### config.mk
export PLATFORM = sky130hd
export DESIGN_NAME = d_debounce_flat
export DESIGN_NICKNAME = d
export VERILOG_FILES = /design/src/rtl/d_debounce_if.sv /design/src/rtl/d_debounce.sv /design/src/flat_wrapper.sv
export SDC_FILE = /design/constraint.sdc
export NUM_CORES = 1
export LEC_CHECK = 0
export ABC_AREA = 1
export CORE_MARGIN = 5
export CORE_UTILIZATION = 55
export CTS_BUF_LIST = sky130_fd_sc_hd__clkbuf_8
export DETAILED_ROUTE_END_ITERATION = 16
export PLACE_DENSITY = 0.82
export SYNTH_ARGS = -nofsm -noshare
export SYNTH_HDL_FRONTEND = slang
export SYNTH_SLANG_ARGS = --single-unit
export TNS_END_PERCENT = 50
### constraint.sdc
create_clock -name clk -period 1.5 [get_ports clk]
set_clock_uncertainty 0.05 [all_clocks]
set_input_delay 0.15 -clock clk [delete_from_list [all_inputs] [get_ports clk]]
set_output_delay 0.15 -clock clk [all_outputs]
set_load 0.01 [all_outputs]
### src/rtl/d_debounce_if.sv
// d_debounce_if
//   Groups the debouncer's data-path signals.
//   din  : raw asynchronous level (driven by the source)
//   q    : debounced level
//   rise : one-cycle strobe when q goes 0->1
//   fall : one-cycle strobe when q goes 1->0
//   modport master : the side that supplies din and consumes q/rise/fall
//   modport slave  : the debouncer itself
interface d_debounce_if;
    logic din;
    logic q;
    logic rise;
    logic fall;

    modport master (output din, input q, input rise, input fall);
    modport slave  (input din, output q, output rise, output fall);
endinterface

### src/rtl/d_debounce.sv
// d_debounce
//   Synchronizes a raw button/switch level into clk with two flops, then
//   accepts a new level only after it has held for STABLE_CNT consecutive
//   synchronized cycles. Drives the d input of the downstream d_ff.
//
//   Ports:
//     clk   : system clock, rising edge
//     reset : asynchronous active-low reset
//     dbus  : d_debounce_if.slave (din in; q, rise, fall out)
//
//   Build option:
//     DEBOUNCE_EDGE_EN defined   -> rise/fall strobes are generated
//     DEBOUNCE_EDGE_EN undefined -> rise/fall are tied to 0
//
//   state     | meaning
//   ----------+-------------------------------------------
//   STABLE_LO | q=0, input agrees with q
//   FILT_HI   | q=0, input high, counting toward qualification
//   STABLE_HI | q=1, input agrees with q
//   FILT_LO   | q=1, input low, counting toward qualification
module d_debounce #(
    parameter int STABLE_CNT = 50000,
    parameter int CNT_W      = 16
) (
    input  logic         clk,
    input  logic         reset,
    d_debounce_if.slave  dbus
);

    typedef enum logic [1:0] {
        STABLE_LO = 2'b00,
        FILT_HI   = 2'b01,
        STABLE_HI = 2'b11,
        FILT_LO   = 2'b10
    } state_t;

    localparam logic [CNT_W-1:0] CNT_LAST = CNT_W'(STABLE_CNT - 1);
    // With a one-cycle qualification window the filter states are skipped.
    localparam bit SINGLE = (STABLE_CNT == 1);

    logic             s1, s2;
    state_t           state, state_nxt;
    logic [CNT_W-1:0] cnt, cnt_nxt;
    logic             q_r, q_nxt;

    always_ff @(posedge clk or negedge reset) begin
        if (!reset) begin
            s1 <= 1'b0;
            s2 <= 1'b0;
        end else begin
            s1 <= dbus.din;
            s2 <= s1;
        end
    end

    // State register
    always_ff @(posedge clk or negedge reset) begin
        if (!reset) begin
            state <= STABLE_LO;
            cnt   <= '0;
        end else begin
            state <= state_nxt;
            cnt   <= cnt_nxt;
        end
    end

    // Next-state logic
    always_comb begin
        state_nxt = state;
        cnt_nxt   = cnt;
        case (state)
            STABLE_LO: begin
                cnt_nxt = '0;
                if (s2) begin
                    if (SINGLE) begin
                        state_nxt = STABLE_HI;
                    end else begin
                        state_nxt = FILT_HI;
                        cnt_nxt   = CNT_W'(1);
                    end
                end
            end
            FILT_HI: begin
                if (!s2) begin
                    state_nxt = STABLE_LO;
                    cnt_nxt   = '0;
                end else if (cnt == CNT_LAST) begin
                    state_nxt = STABLE_HI;
                    cnt_nxt   = '0;
                end else begin
                    cnt_nxt = cnt + CNT_W'(1);
                end
            end
            STABLE_HI: begin
                cnt_nxt = '0;
                if (!s2) begin
                    if (SINGLE) begin
                        state_nxt = STABLE_LO;
                    end else begin
                        state_nxt = FILT_LO;
                        cnt_nxt   = CNT_W'(1);
                    end
                end
            end
            FILT_LO: begin
                if (s2) begin
                    state_nxt = STABLE_HI;
                    cnt_nxt   = '0;
                end else if (cnt == CNT_LAST) begin
                    state_nxt = STABLE_LO;
                    cnt_nxt   = '0;
                end else begin
                    cnt_nxt = cnt + CNT_W'(1);
                end
            end
            default: begin
                state_nxt = STABLE_LO;
                cnt_nxt   = '0;
            end
        endcase
    end

    // Output decode: q is high whenever the next state belongs to the high side.
    always_comb begin
        q_nxt = (state_nxt == STABLE_HI) || (state_nxt == FILT_LO);
    end

    always_ff @(posedge clk or negedge reset) begin
        if (!reset) q_r <= 1'b0;
        else        q_r <= q_nxt;
    end

    assign dbus.q = q_r;

`ifdef DEBOUNCE_EDGE_EN
    logic rise_r, fall_r;

    always_ff @(posedge clk or negedge reset) begin
        if (!reset) begin
            rise_r <= 1'b0;
            fall_r <= 1'b0;
        end else begin
            rise_r <= q_nxt & ~q_r;
            fall_r <= ~q_nxt & q_r;
        end
    end

    assign dbus.rise = rise_r;
    assign dbus.fall = fall_r;
`else
    assign dbus.rise = 1'b0;
    assign dbus.fall = 1'b0;
`endif

endmodule

### src/flat_wrapper.sv
// flat-port wrapper written by rule: the top's interface ports become plain ports
module d_debounce_flat 
#(
    parameter int STABLE_CNT = 50000,
    parameter int CNT_W      = 16
)
  (clk, reset, dbus_din, dbus_q, dbus_rise, dbus_fall);
  d_debounce_if dbus_i ();
  input  logic clk;
  input  logic reset;
  input wire logic [$bits(dbus_i.din)-1:0] dbus_din;
  output wire logic [$bits(dbus_i.q)-1:0] dbus_q;
  output wire logic [$bits(dbus_i.rise)-1:0] dbus_rise;
  output wire logic [$bits(dbus_i.fall)-1:0] dbus_fall;
  assign dbus_i.din = dbus_din;
  assign dbus_q = dbus_i.q;
  assign dbus_rise = dbus_i.rise;
  assign dbus_fall = dbus_i.fall;
  d_debounce #(.STABLE_CNT(STABLE_CNT), .CNT_W(CNT_W)) u_core (.clk(clk), .reset(reset), .dbus(dbus_i));
endmodule
* Yosys cells after proc, flatten, opt, wreduce, memory -nomap -nowiden
Index checks and enable logic that the tools add are counted.
** Operators by class
- $add $sub $neg :: 1
- Eq/ne operators :: 6
- Multiplexer cells :: 13
- Reductions and logical operators :: 2
** Operators by type and width (count)
- $pmux W16 S4 :: 1
- $mux W16 :: 3
- $add A16 B1 Y16 const B :: 1
- $eq A16 B16 Y1 const B :: 1
- $mux W2 :: 6
- $eq A2 B2 Y1 const B :: 4
- $pmux W2 S4 :: 1
- $eq A2 B1 Y1 const B :: 1
- $logic_not A2 Y1 :: 1
- $mux W1 :: 2
- $logic_or A1 B1 Y1 :: 1
** Word-level totals
- Flip-flop bits (word level) :: 21
- Input port bits :: 3
- Output and inout bits :: 3
- Word-level logic and storage cells :: 27

* Longest topological paths before layout
Gate-level depths: netlist (run 1).
- Depth in word-level cells :: 6
- Depth in mapped cells :: 9
- Depth with buffers taken out :: 9

* Worst setup path after synthesis (run 1)
No wires, ideal clock.
- Kind :: register to register
- Start :: register u_core.cnt[0]
- End :: register u_core.cnt[2]
- Library setup time :: 0.080 ns
- Arrival :: 1.189 ns
- Data required time :: 1.370 ns
- Path slack :: 0.181 ns
- Stages on the path, launching flop included :: 8
- Path buffers :: 1
- Period minus slack after synthesis :: 1.319 ns
- Cell sequence :: dfrtp_1 > ha_1 > nand3_1 > nor2_1 > nand2_2 > nand2_1 > buf_4 > nor3b_2
** Between the ends
- Word-level cells in the longest chain between the ends :: 4
- Elaborated cells on any way between the ends :: 6
** Ends and longest elaborated chain
- start, declared :: line d_debounce.sv:43 : logic [CNT_W-1:0] cnt, cnt_nxt;
- start signal, assigned :: line d_debounce.sv:63 : cnt <= cnt_nxt;
- $add A16 B1 Y16 / $eq A16 B16 Y1 (equally long branches)
- $mux W16 * :: line d_debounce.sv:87, d_debounce.sv:109
- $mux W16 (on tied branches) :: line d_debounce.sv:106, d_debounce.sv:84
- $pmux W16 S4 * :: line d_debounce.sv:71 : case (state)
- via u_core.cnt_nxt[2] :: line d_debounce.sv:43
The timed path passes the listed nets; every way through them passes the cells marked *.

* Final worst setup path (run 1)
- Start :: register u_core.cnt[1]
- End :: register u_core.cnt[8]
Same word-level chain as after synthesis.

==> results of run 1 <==
-- path summary, 6_finish.rpt --
path / from / to / slack [ps] / depth (start not counted)
worst max-delay path: u_core.cnt[1] / u_core.cnt[8] / 80 / 8
worst min-delay path: reset / u_core.cnt[3] / 170 / 2
worst max register to register: u_core.cnt[1] / u_core.cnt[8] / 80 / 8
worst min register to register: u_core.s1 / u_core.s2 / 310 / 0
max in group asynchronous: reset / u_core.cnt[13] / 1020 / 2
min in group clk: dbus_din / u_core.s1 / 270 / 1
-- flip-flops by register name (all words and copies together), names as in the netlist --
| name | flops |
|---|---|
| u_core.cnt | 16 |
| u_core.dbus.q | 1 |
| u_core.s1 | 1 |
| u_core.s2 | 1 |
| u_core.state | 2 |
-- through the flow --
step | TNS, ps | std cells
2_1_floorplan | 0 | 145
3_3_place_gp | 0 | 174
3_5_place_dp | 0 | 174
4_1_cts | 0 | 178
5_1_grt | -35.3 | 180
6_report | 0 | 180
-- layer usage --
layer  vias to the layer above  track usage [%]  share of wire, %  routed length, µm
met5                         -                0                 0                  0
li1                        452                -                 -                  -
met1                       432             19.5                43                896
met4                         0             8.30               1.7                 36
met2                        19             28.9                50               1030
met3                         5             4.90               5.5                113
-- cell usage after synthesis --
cell,number
a21oi_1,3
buf_4,3
clkbuf_1,1
conb_1,1
dfrtp_1,21
ha_1,1
inv_1,16
inv_2,2
nand2_1,40
nand2_2,2
nand3_1,9
nand4_1,2
nor2_1,29
nor2_2,2
nor2_4,1
nor3_2,1
nor3b_2,1
o21ai_0,2
o21ai_1,1
o21bai_1,2
or2_1,1
xnor2_1,1
xor2_1,2
-- logic make-up (layout without fill, tap and decap cells) --
kind of cell / Yosys count / after routing
fa+ha+maj: 1 / 1
xor+xnor: 3 / 3
compound gates: 8 / 8
flops: 21 / 21
other cells: 1 / 2
buf+inv: 22 / 30
simple gates: 88 / 88
-- worst max-delay path, stage by stage, from the launching register on --
cell	delay (ps)
dfrtp_1	410
ha_4	170
nand2_1	70
nor2_1	100
nand2_1	100
inv_2	140
nand2_1	100
o21ai_1	120
nor2_1	50
-- layout make-up --
cell class / instances / area share (%)
inverter: 18 / 5.43
tap: 27 / 2.72
timing repair buffer: 8 / 5.43
clock inverter: 1 / 0.402
sequential: 21 / 42.3
multi-input combinational: 102 / 40.4
clock buffer: 3 / 3.32
-- what timing repair did --
action | 4_1_cts | 5_1_grt
setup buffers | 0 | 2
gates resized for setup | 0 | 9
endpoints found under the setup margin | 0 | 17
hold buffers | 0 | 0
-- power groups by stage --
stage          registers (mW)  logic [mW]  clock network (mW)
6_report                0.581      0.0526               0.370
4_1_cts                 0.579      0.0484               0.383
3_5_place_dp            0.590      0.0485                   0
3_3_place_gp            0.590      0.0474                   0
5_1_grt                 0.582      0.0614               0.402
2_1_floorplan           0.589      0.0287                   0
==> impl_results.md, run 1 <==
* Outcome: completed
* Period Utilization, post-route at 94.9%
* First-pass GRT wire length at 3590 µm
* Critical path class: reg2reg
* Pin count of the biggest net entering global routing at 22
* Internal at about 0.78 mW
* Crit path max fanout at 6
* Max frequency at 703 MHz
* Final WL at 2070 µm
* Main combinational cell family by area after synthesis: simple AND/OR/NAND/NOR gates
* Flops & latches, synth at 21
* Dpl cell area at 1150 µm²
* Clock Pin Slew Worst Setup and Hold Paths at 70 ps
* Logic pwr share at under 10%
* Area share of xor/xnor cells in the synthesized design at 2.41%
* Antenna cells at 0
* Adder-cell share of the synthesized area at 1.15%
* Nets at roughly 160
* Top cell type's share of synthesized area at 48.3%
* Complex-gate fraction of the synthesized area at 4.14%
* GPL Wtd Cong at 0.782
* Pwr/cell area at 807 nW/µm²
* Drt first pass iters at 4
* Area Growth Syn to Fin at 14.3%
* Switching power total at 0.225 mW
* Worst VDD drop at between 0.0006 and 0.0007 V
* Post-synth cell types at 23
* Nature of the critical path endpoint: flip-flop
* Grt ovf at 0
* Post-synth top area cell: dfrtp_1
* Lkg Pwr at 0.579 nW
* Initial drt markers at 24
* Clock sink count at 21
* Mean Syn Cell Area at ~7.6 µm²
* Routed vias/inst at 5.04
* Area taken by multi-input logic gates at 503 µm²
* Total Power at 1.00 mW
* Sequential Area at 526 µm²
* H-tree levels at 1
* Ys Warns at 0
* Worst setup margin at 77.2 ps
* DR WL/cell at 11.5 µm
* Hold_ws at 172 ps
* Total GRT Usage at ~17%
* Most frequent cells in the layout: 39 x nand2_1, 27 x nor2_1, 21 x dfrtp_1, 15 x inv_1, 7 x nand3_1
* Die X at 54.5 µm
* Routed Antenna Nets at 0
* Post-layout min period at about 1400 ps
* Mapped Cells at 144
* IO Pins at 6
* Design Area, Final at 1240 µm²
* Worst-skew pair later-pin latency at ~260 ps
* DR vias at 908
* Root buffer cell: clkbuf_8
* CTS tree: built
* Commonest non-fill, non-tap cell in the layout: nand2_1
* Seq/Total Area, Yosys at around 48%
* Post-synthesis mux area share at 0%
* Slew Viols, Final at 0
* Synth area leaders: dfrtp_1 48%, nand2_1 14%, nor2_1 10%, inv_1 5.5%, nand3_1 4.1%
* CTS Buf Count at 3
* Layout cell share with drive strength beyond 1 at between 10% and 20%
* Maxcap violations at 0
* Max Buffers Root-to-Sink at 2
* Worst EP arrival at 1530 ps
* Vias in the first global route at slightly below 900
* Switch share at 22.4%
* Die H at approximately 54 µm
* Mapped Area at 1090 µm²
* Clock share of power at 36.9%
* CP startpoint kind: flip-flop
* HP Class: in2async
* Post-layout util at 64.7%
* Row Count at 16
* HPWL Detailed at roughly 1400 µm
* Hold Fails Final Rpt at 0
* Reg power frac at 57.9%
* Synth Area in Simple Gates at between 30% and 40%
* Initial Utilization at 56.6%
* Critical Path RT at 1610 ps
* PortBufs at 3
* Post-Place Setup Slack at 50.5 ps
* Initial antenna violation count at 0
* Final setup vio count at 0
* FILL cells at 162
* Core Region at 1920 µm²
* DIE AREA at 2970 µm²
* Detailed-route DRC error count at 0
(Power assumes the default switching activity.)
==> run 2: changes to the inputs <==
- CORE_MARGIN: 5 -> 1.5
- CTS_CLUSTER_DIAMETER: unset -> 30
==> impl_results.md, run 2 (synthesis gave the netlist of run 1 again) <==
* Outcome: completed (unchanged)
* IO Pins at 6 (unchanged)
* Initial drt markers at 52 (was 24)
* Switch share at 22.5% (was 22.4%)
* Largest register FFs at 16 (unchanged)
* Hold Fails Final Rpt at 0 (unchanged)
* Switching power total at 0.226 mW (was 0.225 mW)
* Initial Utilization at 61.1% (was 56.6%)
* Reg power frac at 57.7% (was 57.9%)
* TNS Setup at 0 ps (unchanged)
* Pwr/cell area at 827 nW/µm² (was 807 nW/µm²)
* Sequential Area at 526 µm² (unchanged)
* Nature of the critical path endpoint: flip-flop (unchanged)
* Area Growth Syn to Fin at 11.5% (was 14.3%)
* Worst EP arrival at 1540 ps (was 1530 ps)
* GPL Wtd Cong at 0.823 (was 0.782)
* Die X at 47.5 µm (was 54.5 µm)
* Row Count at 15 (was 16)
* Commonest non-fill, non-tap cell in the layout: nand2_1 (unchanged)
* Detailed-route DRC error count at 0 (unchanged)
* HPWL Detailed at 1340 µm (was 1430 µm)
* FILL cells at 145 (was 162)
* Initial antenna violation count at 0 (unchanged)
* Routed vias/inst at 4.90 (was 5.04)
* Routed Antenna Nets at 0 (unchanged)
* Reg with most FFs: u_core.cnt (unchanged)
* Die H at 47.5 µm (was 54.5 µm)
* Drt first pass iters at 5 (was 4)
* First-pass GRT wire length at 3180 µm (was 3590 µm)
* CTS Buf Count at 3 (unchanged)
* Final WL at 1890 µm (was 2070 µm)
* Slew Viols, Final at 0 (unchanged)
* Grt ovf at 0 (unchanged)
* Worst-skew pair later-pin latency at 260 ps (about the same)
* Core Region at 1780 µm² (was 1920 µm²)
* Clock Pin Slew Worst Setup and Hold Paths at 80 ps (was 70 ps)
* Crit path max fanout at 5 (was 6)
* Post-layout util at 68.1% (was 64.7%)
* Nets at 158 (unchanged)
* Logic pwr share at 5.2% (about the same)
* CTS tree: built (unchanged)
* DR vias at 872 (was 908)
* Clock share of power at 37.1% (was 36.9%)
* CP startpoint kind: flip-flop (unchanged)
* Layout cell share with drive strength beyond 1 at 13.1% (was 16.3%)
* DIE AREA at 2250 µm² (was 2970 µm²)
* Critical Path RT at 1610 ps (about the same)
* DR WL/cell at 10.6 µm (was 11.5 µm)
* Area taken by multi-input logic gates at 475 µm² (was 503 µm²)
* Biggest regs: u_core.cnt x16, u_core.state x2 (unchanged)
* Clock sink count at 21 (unchanged)
* PortBufs at 3 (unchanged)
* Pin count of the biggest net entering global routing at 22 (unchanged)
* Total GRT Usage at 21.5% (was 17.0%)
* H-tree levels at 1 (unchanged)
* Max frequency at 698 MHz (was 703 MHz)
* Period Utilization, post-route at 95.5% (was 94.9%)
* Lkg Pwr at 0.578 nW (was 0.579 nW)
* HP Class: in2async (unchanged)
* Post-layout min period at 1430 ps (was 1420 ps)
* Maxcap violations at 0 (unchanged)
* Antenna cells at 0 (unchanged)
* Max Buffers Root-to-Sink at 2 (unchanged)
* Worst VDD drop at 0.000604 V (was 0.000655 V)
* Vias in the first global route at 729 (was 866)
* Critical path class: reg2reg (unchanged)
* Most frequent cells in the layout: 40 x nand2_1, 29 x nor2_1, 21 x dfrtp_1, 15 x inv_1, 9 x nand3_1 (was 39 x nand2_1, 27 x nor2_1, 21 x dfrtp_1, 15 x inv_1, 7 x nand3_1)
* Root buffer cell: clkbuf_8 (unchanged)
* Final setup vio count at 0 (unchanged)
* Internal at 0.778 mW (was 0.779 mW)
==> run 2: worst max-delay path: stages, from the launching register on <==
cell,delay (ps)
dfrtp_1,390
ha_2,200
nand3_1,110
nor2_1,140
nand2_2,90
nand2_1,110
buf_4,160
nor2_1,60
==> run 2: area by class of cell <==
class,instances,share of cell area (%)
clock buffers,3,3.40
well taps,25,2.58
repair buffers,8,5.57
inverters,18,5.57
flip-flops and latches,21,43.3
clock inverters,1,0.412
multi-input cells,102,39.2
==> run 2: worst paths after layout <==
path	slack, ps	endpoint	start	depth (start not counted)
setup / recovery	70	u_core.cnt[9]	u_core.cnt[0]	7
hold / removal	170	u_core.cnt[3]	reset	2
min in group clk	280	u_core.s1	dbus_din	1
setup reg to reg	70	u_core.cnt[9]	u_core.cnt[0]	7
max in group asynchronous	1010	u_core.cnt[7]	reset	2
hold reg to reg	310	u_core.s2	u_core.s1	0
==> run 2: stage by stage <==
| step | setup slack [ps] | hold WS (ps) | cells | instance area (µm²) | power (mW) |
|---|---|---|---|---|---|
| 6_report | 67.6 | 170 | 178 | 1210 | 1.00 |
| 5_1_grt | -19.9 | 202 | 178 | 1210 | 1.05 |
| 3_5_place_dp | 86.7 | 294 | 172 | 1150 | 0.640 |
| 2_1_floorplan | 181 | -196 | 145 | 1090 | 0.618 |
| 4_1_cts | 69.0 | 178 | 176 | 1200 | 1.01 |
| 3_3_place_gp | 139 | 289 | 172 | 1150 | 0.637 |
==> run 2: power by group through the flow <==
stage               logic [mW]  registers (mW)  clock network, mW
finish                  0.0523           0.579              0.372
floorplan               0.0287           0.589                  0
CTS                     0.0496           0.579              0.381
global route            0.0612           0.580              0.406
global placement        0.0477           0.590                  0
detailed placement      0.0489           0.591                  0
==> run 2: what timing repair did <==
item | 4_1_cts | 5_1_grt
buffers inserted | 0 | 2
resized for setup | 0 | 2
endpoints found under the setup margin | 0 | 9
hold buffers | 0 | 0
==> run 2: routing by layer <==
layer  up-vias  GRT usage [%]  wire (µm)
met5         -              0          0
met4         0           15.0         57
met3         6           5.66         60
met2        22           30.5        846
met1       388           28.5        927
li1        456              -          -
==> run 3: changes to the inputs <==
- CAP_MARGIN: unset -> 20
- CORE_MARGIN: 1.5 -> 1
==> impl_results.md, run 3 (synthesis gave the netlist of run 1 again) <==
* DR WL/cell at 10.8 µm (was 10.6 µm)
* Worst path bufs/invs at 1 (unchanged)
* Period Utilization, post-route at 94.9% (was 95.5%)
* Commonest non-fill, non-tap cell in the layout: nand2_1 (unchanged)
* Post-layout util at 69.1% (was 68.1%)
* Die H at 46.5 µm (was 47.5 µm)
* Antenna cells at 0 (unchanged)
* Crit path max fanout at 3 (was 5)
* Largest register FFs at 16 (unchanged)
* Initial drt markers at 7 (was 52)
* PortBufs at 3 (unchanged)
* Outcome: completed (unchanged)
* Lkg Pwr at 0.581 nW (was 0.578 nW)
* DR vias at 875 (was 872)
* Root buffer cell: clkbuf_8 (unchanged)
* First-pass GRT wire length at 3260 µm (was 3180 µm)
* Initial Utilization at 61.1% (unchanged)
* HPWL Detailed at 1420 µm (was 1340 µm)
* Drt first pass iters at 4 (was 5)
* CTS tree: built (unchanged)
* Area taken by multi-input logic gates at 483 µm² (was 475 µm²)
* H-tree levels at 1 (unchanged)
* Final WL at 1930 µm (was 1890 µm)
* Nature of the critical path endpoint: flip-flop (unchanged)
* CP max stage delay at 380 ps (was 390 ps)
* CP startpoint kind: flip-flop (unchanged)
* Crit Reg-Reg Startpoint: u_core.cnt[0] (unchanged)
* Max frequency at 702 MHz (was 698 MHz)
* Post-layout min period at 1420 ps (was 1430 ps)
* Initial antenna violation count at 0 (unchanged)
* Slowest CP cell: dfrtp_1 (unchanged)
* Detailed-route DRC error count at 0 (unchanged)
* Clock sink count at 21 (unchanged)
* CTS Hold Bufs at 0 (unchanged)
* IO Pins at 6 (unchanged)
* Maxcap violations at 0 (unchanged)
* Final setup vio count at 0 (unchanged)
* Top delay family on crit path: flip-flops (was simple AND/OR/NAND/NOR gates)
* Grt ovf at 0 (unchanged)
* Depth of the most critical reg-to-reg path at 8 (was 7)
* Nets at 159 (was 158)
* Core Region at 1780 µm² (unchanged)
* Biggest regs: u_core.cnt x16, u_core.state x2 (unchanged)
* Vias in the first global route at 813 (was 729)
* CTS Buf Count at 3 (unchanged)
* Worst VDD drop at 0.000718 V (was 0.000604 V)
* Critical Path RT at 1640 ps (was 1610 ps)
* Total GRT Usage at 21.8% (was 21.5%)
* Pin count of the biggest net entering global routing at 22 (unchanged)
* Hold Fails Final Rpt at 0 (unchanged)
* Reg2reg setup slack at 80 ps (was 70 ps)
* Hold_ws at 167 ps (was 170 ps)
* FILL cells at 146 (was 145)
* GPL Wtd Cong at 0.815 (was 0.823)
* R2R Path End: u_core.cnt[8] (was u_core.cnt[9])
* Worst-skew pair later-pin latency at 260 ps (about the same)
* Pwr/cell area at 820 nW/µm² (was 827 nW/µm²)
* Critical path class: reg2reg (unchanged)
* Row Count at 15 (unchanged)
* Reg with most FFs: u_core.cnt (unchanged)
* DIE AREA at 2160 µm² (was 2250 µm²)
* Area Growth Syn to Fin at 13.1% (was 11.5%)
* Layout cell share with drive strength beyond 1 at 15.6% (was 13.1%)
* Worst EP arrival at 1560 ps (was 1540 ps)
* Most frequent cells in the layout: 38 x nand2_1, 28 x nor2_1, 21 x dfrtp_1, 15 x inv_1, 9 x nand3_1 (was 40 x nand2_1, 29 x nor2_1, 21 x dfrtp_1, 15 x inv_1, 9 x nand3_1)
* Crit-path cells: ha_2, nand2_1, nor2_1, nand2_1, buf_4, o21bai_1, o21ai_1, nor2_1 (was ha_2, nand3_1, nor2_1, nand2_2, nand2_1, buf_4, nor2_1)
* Clock Pin Slew Worst Setup and Hold Paths at 80 ps (about the same)
* Slew Viols, Final at 0 (unchanged)
* Routed vias/inst at 4.89 (was 4.90)
* Sequential Area at 526 µm² (unchanged)
* Routed Antenna Nets at 0 (unchanged)
* Die X at 46.5 µm (was 47.5 µm)
* HP Class: in2async (unchanged)
* Max Buffers Root-to-Sink at 2 (unchanged)
## run 3: cell count changes in the layout (fill, tap and decap cells not counted), sizes merged
| cell | delta |
|---|---|
| clkinvlp | +1 |
| buf | +1 |
| clkinv | -1 |
## run 3: through the flow
stage	instance area [µm²]	instances	setup slack (ps)	setup TNS (ps)	power, mW
after floorplan	1090	145	181	0	0.618
after global placement	1150	172	133	0	0.637
after detailed placement	1150	172	74.5	0	0.638
after CTS	1200	176	53.1	0	1.02
after global routing	1230	179	-43.6	-48.4	1.05
final	1230	179	76.0	0	1.01
## run 3: area by class of cell
| type | instances | area share (%) |
|---|---|---|
| repair buffers | 9 | 6.10 |
| clock inverters | 1 | 0.610 |
| flip-flops and latches | 21 | 42.7 |
| clock buffers | 3 | 3.35 |
| inverters | 18 | 5.49 |
| well taps | 25 | 2.54 |
| multi-input cells | 102 | 39.2 |
## run 3: power by group
group          internal (mW)  total [mW]  leakage [nW]  switching (mW)
clock                  0.188       0.380        0.0217           0.192
sequential             0.573       0.579         0.284         0.00575
combinational         0.0200      0.0510         0.275          0.0310
total                  0.781        1.01         0.581           0.229
## run 3: layer usage
layer | share of wire (%) | vias to the layer above | track usage [%]
met5 | 0 | - | 0
met4 | 2.0 | 0 | 11.2
met3 | 2.8 | 5 | 3.92
met2 | 50 | 14 | 37.2
met1 | 45 | 401 | 25.7
li1 | - | 455 | -
## run 3: worst max-delay path by stage
| stage | startpoint | cells past startpoint | to |
|---|---|---|---|
| after floorplan | u_core.cnt[0] | 7 | u_core.cnt[2] |
| after global placement | u_core.cnt[0] | 8 | u_core.cnt[14] |
| after detailed placement | u_core.cnt[0] | 7 | u_core.cnt[2] |
| after CTS | u_core.cnt[0] | 7 | u_core.cnt[2] |
| after global routing | u_core.cnt[0] | 9 | u_core.cnt[14] |
| final | u_core.cnt[0] | 8 | u_core.cnt[8] |
## run 3: what timing repair did
| action | 4_1_cts | 5_1_grt |
|---|---|---|
| resized for setup | 0 | 6 |
| buffers inserted | 0 | 3 |
| setup endpoints to repair | 0 | 15 |
